### config.mk
export PLATFORM = sky130hd
export DESIGN_NAME = apb_slave_flat
export DESIGN_NICKNAME = d
export VERILOG_FILES = /design/src/rtl/apb_slave_if.sv /design/src/rtl/apb_slave.sv /design/src/flat_wrapper.sv
export SDC_FILE = /design/constraint.sdc
export NUM_CORES = 1
export LEC_CHECK = 0
export CORE_UTILIZATION = 45
export CTS_BUF_LIST = sky130_fd_sc_hd__clkbuf_8 sky130_fd_sc_hd__clkbuf_16
export DETAILED_ROUTE_END_ITERATION = 7
export PLACE_DENSITY = 0.65
export SYNTH_ARGS = -nofsm -noshare
export SYNTH_HDL_FRONTEND = slang
export SYNTH_SLANG_ARGS = --single-unit
export TNS_END_PERCENT = 1
### constraint.sdc
create_clock -name PCLK -period 7.3 [get_ports PCLK]
set_input_delay 1.095 -clock PCLK [delete_from_list [all_inputs] [get_ports PCLK]]
set_output_delay 1.095 -clock PCLK [all_outputs]
set_load 0.05 [all_outputs]
### src/rtl/apb_slave_if.sv
// apb_slave_if -- APB bus bundle between a master and apb_slave.
//   Psel, Penable, Pwrite, Paddress[3:0], PWdata[K-1:0] : master -> slave
//   PRdata[K-1:0], Pready, Pslverr                      : slave -> master
// Clock and reset are not part of the bundle.
interface apb_slave_if #(
  parameter int K = 8
);
  logic         Psel;
  logic         Penable;
  logic         Pwrite;
  logic [3:0]   Paddress;
  logic [K-1:0] PWdata;
  logic [K-1:0] PRdata;
  logic         Pready;
  logic         Pslverr;

  modport master (
    output Psel, Penable, Pwrite, Paddress, PWdata,
    input  PRdata, Pready, Pslverr
  );

  modport slave (
    input  Psel, Penable, Pwrite, Paddress, PWdata,
    output PRdata, Pready, Pslverr
  );
endinterface

### src/rtl/apb_slave.sv
// apb_slave -- small APB register slave with programmable wait states.
//   PCLK    : clock, all state updates on the rising edge
//   Preset  : asynchronous active-high reset
//   bus     : apb_slave_if.slave (Psel/Penable/Pwrite/Paddress/PWdata in,
//             PRdata/Pready/Pslverr out)
// Address 0 returns the read-only ID; addresses 1..DEPTH-1 are K-bit
// storage; anything at or above DEPTH, or a write to 0, answers with Pslverr.
//
// state  | meaning
// -------+---------------------------------------------------------------
// IDLE   | no transfer in flight, outputs held at 0
// ACCESS | transfer captured; cnt counts remaining wait states, done at 0
module apb_slave #(
  parameter int           K     = 8,
  parameter int           WAIT  = 0,
  parameter int           DEPTH = 12,
  parameter logic [K-1:0] ID    = 8'hA5
) (
  input  logic         PCLK,
  input  logic         Preset,
  apb_slave_if.slave   bus
);

  localparam logic [3:0] WAIT_C  = 4'(WAIT);
  localparam logic [4:0] DEPTH_C = 5'(DEPTH);

  typedef enum logic {IDLE, ACCESS} state_t;

  state_t       state_q, state_d;
  logic [3:0]   cnt_q, cnt_d;
  logic [3:0]   addr_q, addr_d;
  logic         wr_q, wr_d;
  logic [K-1:0] wd_q, wd_d;
  logic         mem_we;
  logic         ready;
  logic         err;
  logic [K-1:0] rdata;

  // Entry 0 is never written, so it stays at its reset value and
  // synthesis folds it away; reads of address 0 are served by ID.
  logic [K-1:0] mem [DEPTH];

  assign ready = (state_q == ACCESS) && (cnt_q == 4'd0);
  assign err   = ({1'b0, addr_q} >= DEPTH_C) || (wr_q && (addr_q == 4'd0));

  always_comb begin
    state_d = state_q;
    cnt_d   = cnt_q;
    addr_d  = addr_q;
    wr_d    = wr_q;
    wd_d    = wd_q;
    mem_we  = 1'b0;
    // A setup phase always wins, even in ACCESS, so a master that
    // restarts mid-transfer simply replaces the pending one.
    if (bus.Psel && !bus.Penable) begin
      addr_d  = bus.Paddress;
      wr_d    = bus.Pwrite;
      wd_d    = bus.PWdata;
      cnt_d   = WAIT_C;
      state_d = ACCESS;
    end else if (state_q == ACCESS) begin
      if (!bus.Psel) begin
        state_d = IDLE;
      end else if (cnt_q != 4'd0) begin
        cnt_d = cnt_q - 4'd1;
      end else begin
        state_d = IDLE;
        mem_we  = wr_q && !err;
      end
    end
  end

  always_ff @(posedge PCLK or posedge Preset) begin
    if (Preset) begin
      state_q <= IDLE;
      cnt_q   <= '0;
      addr_q  <= '0;
      wr_q    <= 1'b0;
      wd_q    <= '0;
    end else begin
      state_q <= state_d;
      cnt_q   <= cnt_d;
      addr_q  <= addr_d;
      wr_q    <= wr_d;
      wd_q    <= wd_d;
    end
  end

  always_ff @(posedge PCLK or posedge Preset) begin
    if (Preset) begin
      for (int i = 0; i < DEPTH; i++) mem[i] <= '0;
    end else if (mem_we) begin
      mem[addr_q] <= wd_q;
    end
  end

  always_comb begin
    rdata = '0;
    if (ready && !wr_q && !err) begin
      rdata = (addr_q == 4'd0) ? ID : mem[addr_q];
    end
  end

  assign bus.Pready  = ready;
  assign bus.Pslverr = ready && err;
  assign bus.PRdata  = rdata;

endmodule

### src/flat_wrapper.sv
// flat-port wrapper written by rule: the top's interface ports become plain ports
module apb_slave_flat 
#(
  parameter int           K     = 8,
  parameter int           WAIT  = 0,
  parameter int           DEPTH = 12,
  parameter logic [K-1:0] ID    = 8'hA5
)
  (PCLK, Preset, bus_Psel, bus_Penable, bus_Pwrite, bus_Paddress, bus_PWdata, bus_PRdata, bus_Pready, bus_Pslverr);
  apb_slave_if #(.K(K)) bus_i ();
  input  logic PCLK;
  input  logic Preset;
  input wire logic [$bits(bus_i.Psel)-1:0] bus_Psel;
  input wire logic [$bits(bus_i.Penable)-1:0] bus_Penable;
  input wire logic [$bits(bus_i.Pwrite)-1:0] bus_Pwrite;
  input wire logic [$bits(bus_i.Paddress)-1:0] bus_Paddress;
  input wire logic [$bits(bus_i.PWdata)-1:0] bus_PWdata;
  output wire logic [$bits(bus_i.PRdata)-1:0] bus_PRdata;
  output wire logic [$bits(bus_i.Pready)-1:0] bus_Pready;
  output wire logic [$bits(bus_i.Pslverr)-1:0] bus_Pslverr;
  assign bus_i.Psel = bus_Psel;
  assign bus_i.Penable = bus_Penable;
  assign bus_i.Pwrite = bus_Pwrite;
  assign bus_i.Paddress = bus_Paddress;
  assign bus_i.PWdata = bus_PWdata;
  assign bus_PRdata = bus_i.PRdata;
  assign bus_Pready = bus_i.Pready;
  assign bus_Pslverr = bus_i.Pslverr;
  apb_slave #(.K(K), .WAIT(WAIT), .DEPTH(DEPTH), .ID(ID)) u_core (.PCLK(PCLK), .Preset(Preset), .bus(bus_i));
endmodule
==> impl_summary.log <==
INFO  metric timing.slew.headroom = 0.1968
INFO  metric fmax = 0.2107 GHz
INFO  metric std_cell_rows = 38
INFO  metric drt_first_iter_violations = 152
INFO  metric worst_skew_pair.late_latency = 350 ps
INFO  metric ys.warnings.count = 0
INFO  metric die_height = 109.4 um
INFO  metric syn-mean-instance-area = 15.23 sq um
INFO  metric syn_nets = 359
INFO  metric report.final.setup_viol = 0
INFO  metric post-cts-setup-buffers = 0
INFO  metric cts_buffer_depth = 2
INFO  metric synthDominantCellAreaShare = 0.5300
INFO  metric seq_area = 2754 sq um
INFO  metric design.die.area = 11970 sq um
INFO  metric core_region_area = 11030 sq um
INFO  metric cell_internal_pwr = 1113 uW
INFO  metric timing.critical_path.cells = inv_1, ha_1, and4bb_1, nand3b_1, o22ai_1, clkdlybuf4s50_1
INFO  metric cts_buffers = 9
INFO  metric overflow = 0
INFO  metric cts_root_buf = sky130_fd_sc_hd__clkbuf_16
INFO  metric post_cts.resized_instances = 0
INFO  metric tritoncts = built
INFO  metric r2r_start = u_core.cnt_q[0]$_DFFE_PP0P_
INFO  metric power_density = 258.3 nW/um^2
INFO  metric grt_pass1_vias = 2896
INFO  metric ff2ff_setup_slack = 4630 ps
INFO  metric ys_async_sr_fraction = 1.000
INFO  metric cp_data_required_time = 6200 ps
INFO  metric cp_slowest_cell = sky130_fd_sc_hd__clkdlybuf4s50_1
INFO  metric post_cts_hold_fix_bufs = 0
INFO  metric vias = 2802
INFO  metric worst_setup_path_end_kind = primary output
INFO  metric detail_route.wirelength = 10.24 mm
INFO  metric hold_path_class = reg2reg
INFO  metric swShare = 0.2575
INFO  metric route.antenna.remaining_nets = 0
INFO  metric cell_type_with_the_highest_aggregate_area_in_the_netlist = sky130_fd_sc_hd__dfrtp_1
INFO  metric finalHoldViolCount = 0
INFO  metric post_dr_vias_cell = 5.627
INFO  metric finalNonFillerCells = 498
INFO  metric yosys.cell_count.top_type = sky130_fd_sc_hd__dfrtp_1
INFO  metric synth_seq_cells = 110
INFO  metric worstHoldEndpoint = u_core.mem[89]$_DFFE_PP0P_
INFO  metric first_pass_iters = 4
INFO  metric hold_start = u_core.mem[89]$_DFFE_PP0P_
INFO  metric synthesis.area = 5194 sq um
INFO  metric cpPeakStageDelay = 860 ps
INFO  metric p_leak = 0.002749 uW
INFO  metric cap_violations = 0
INFO  metric worst_hold_path.num_cells = 0
INFO  metric netlist_top_cells_area = sky130_fd_sc_hd__dfrtp_1 53%, sky130_fd_sc_hd__mux2_2 20%, sky130_fd_sc_hd__mux4_2 8.7%
INFO  metric rsz0062_at_grt = false
INFO  metric setup_crit_start_kind = register
INFO  metric worst-slew-pin-transition = 1190 ps
INFO  metric max_fo_critical_path = 16
INFO  metric power.share.sequential = 0.496
INFO  metric power.switching = 385.8 uW
INFO  metric cts.reportedPaths.clkPinSlew = 70 ps
INFO  metric slew_viol_final = 0
INFO  metric die_width = 109.4 um
INFO  metric max-vdd-ir-drop = 177.8 uV
INFO  metric grt_max_degree = 62
INFO  metric filler_cell_count = 944
INFO  metric antenna_found_initial = 0
INFO  metric n_antenna_cell = 0
INFO  metric clockPowerShare = 0.358
INFO  metric setup-tns-final = 0 ps
INFO  metric clkSinkCount = 110
INFO  metric multiInputGateArea = 2215 sq um
INFO  metric grt_util_all_layers = 0.1914
INFO  metric fin_worst_skew = 8.520 ps
INFO  metric synth_commonest_cells = 110 x sky130_fd_sc_hd__dfrtp_1, 93 x sky130_fd_sc_hd__mux2_2, 20 x sky130_fd_sc_hd__mux4_2
INFO  metric nNetsFinal = 371
INFO  metric synth_enable_flop_cells = 0
INFO  metric place.detailed.instances = 482
INFO  metric netlist_instances = 341
INFO  metric layout-drive-gt1-share = 0.4134
INFO  metric h-tree-depth = 3
INFO  metric detailed_place_hpwl = 6.334 mm
INFO  metric crit_path_kind = reg2out
INFO  metric areaGrowthSynthToFinish = 11.68%
INFO  metric status = completed
INFO  metric r2r_cells = 5
INFO  metric drc = 0
INFO  metric routabilityCongestion = 0.7036
INFO  metric final.period_utilization = 0.6502
INFO  metric grt_first_pass_wirelength = 16.33 mm
INFO  metric drt-wirelength-per-cell = 20.56 um
INFO  metric synth.distinct_cells = 39
INFO  metric final.min_clock_period = 4746 ps
INFO  metric io_buffer_count = 26
INFO  metric io-pin-count = 27
INFO  metric p_comb_frac = 0.146
INFO  metric synth-seq-area-share = 0.5300
INFO  metric start_util = 0.4708
INFO  metric worstPathArrival = 3650 ps
INFO  metric synthFlopType = sky130_fd_sc_hd__dfrtp_1
INFO  metric r2r_end = u_core.mem[25]$_DFFE_PP0P_
## critical path, delay by kind of cell (launching register included)
family,cells,cell delay (ps)
AND/OR/NAND/NOR,2,1390
buffers and inverters,2,950
AO/OA/AOI/OAI,1,400
flip-flops,1,370
adder cells (fa/ha/maj),1,190
## logic make-up (layout without fill, tap and decap cells)
group / count (synthesis) / after routing / share of synthesized area
adder cells (fa/ha/maj): 1 / 1 / 0.002409
multiplexers: 137 / 137 / 0.3363
AND/OR/NAND/NOR: 37 / 37 / 0.06529
XOR/XNOR: 1 / 1 / 0.001687
buffers and inverters: 39 / 56 / 0.04408
flip-flops: 110 / 110 / 0.5300
AO/OA/AOI/OAI: 16 / 16 / 0.02024
## stage by stage
| stage | utilization | setup slack (ps) | hold WS [ps] | total power (uW) | area [sq um] |
|---|---|---|---|---|---|
| floorplan | - | 3303 | 424.6 | 931.0 | 5194 |
| global route | 0.5259 | 2430 | 384.3 | 1563 | 5801 |
| CTS | 0.5259 | 2512 | 378.9 | 1517 | 5801 |
| detailed placement | 0.4956 | 2932 | 363.2 | 975.7 | 5466 |
| finish | 0.5259 | 2554 | 381.1 | 1498 | 5801 |
| global placement | 0.4956 | 2978 | 361.0 | 966.7 | 5466 |
## cells in the final DEF (no fill, tap or decap), types with 2 or more instances in the layout
master / instances
sky130_fd_sc_hd__nand4_2: 5
sky130_fd_sc_hd__inv_1: 11
sky130_fd_sc_hd__clkdlybuf4s50_1: 26
sky130_fd_sc_hd__nor2_1: 3
sky130_fd_sc_hd__buf_4: 2
sky130_fd_sc_hd__clkbuf_8: 2
sky130_fd_sc_hd__nand4_4: 5
sky130_fd_sc_hd__mux2_1: 7
sky130_fd_sc_hd__mux2_2: 93
sky130_fd_sc_hd__nor2b_1: 6
sky130_fd_sc_hd__mux2i_1: 17
sky130_fd_sc_hd__bufinv_16: 2
sky130_fd_sc_hd__o22ai_1: 9
sky130_fd_sc_hd__clkbuf_16: 9
sky130_fd_sc_hd__nand2_1: 4
sky130_fd_sc_hd__mux4_2: 20
sky130_fd_sc_hd__dfrtp_1: 109
sky130_fd_sc_hd__o21ai_0: 2
## power groups by stage
stage,logic [uW],clock network [uW],registers (uW)
2_1_floorplan,220,0,711
4_1_cts,222,552,743
6_report,219,537,743
3_5_place_dp,221,0,754
5_1_grt,237,572,754
3_3_place_gp,216,0,751
## sequential cells by signal (all words and copies together) (netlist names)
signal          count
u_core.state_q      1
u_core.cnt_q        4
u_core.wr_q         1
u_core.wd_q         8
u_core.addr_q       4
u_core.mem         92
## how the worst max path moves through the flow
stage                                      from                      endpoint  slack, ps
floorplan                                Preset  u_core.addr_q[0]$_DFFE_PP0P_       3300
global placement    u_core.cnt_q[0]$_DFFE_PP0P_                 bus_PRdata[6]       2980
detailed placement  u_core.cnt_q[0]$_DFFE_PP0P_                 bus_PRdata[6]       2930
CTS                 u_core.cnt_q[0]$_DFFE_PP0P_                 bus_PRdata[6]       2510
global route        u_core.cnt_q[0]$_DFFE_PP0P_                 bus_PRdata[4]       2430
finish              u_core.cnt_q[0]$_DFFE_PP0P_                 bus_PRdata[1]       2550
## metal layers
layer,part of all wire,track usage
met1,0.47,0.2512
met5,0,0
met2,0.50,0.3212
met4,0.012,0.04571
met3,0.022,0.04624
## cell type report
type / count / area share
Timing Repair Buffer: 28 / 0.04745
Sequential cell: 110 / 0.4748
Tap cell: 140 / 0.03020
Clock inverter: 5 / 0.01402
Clock buffer: 11 / 0.04357
Inverter: 12 / 0.008197
Multi-Input combinational cell: 192 / 0.3818
No activity file was read; power rests on OpenSTA's default activity.
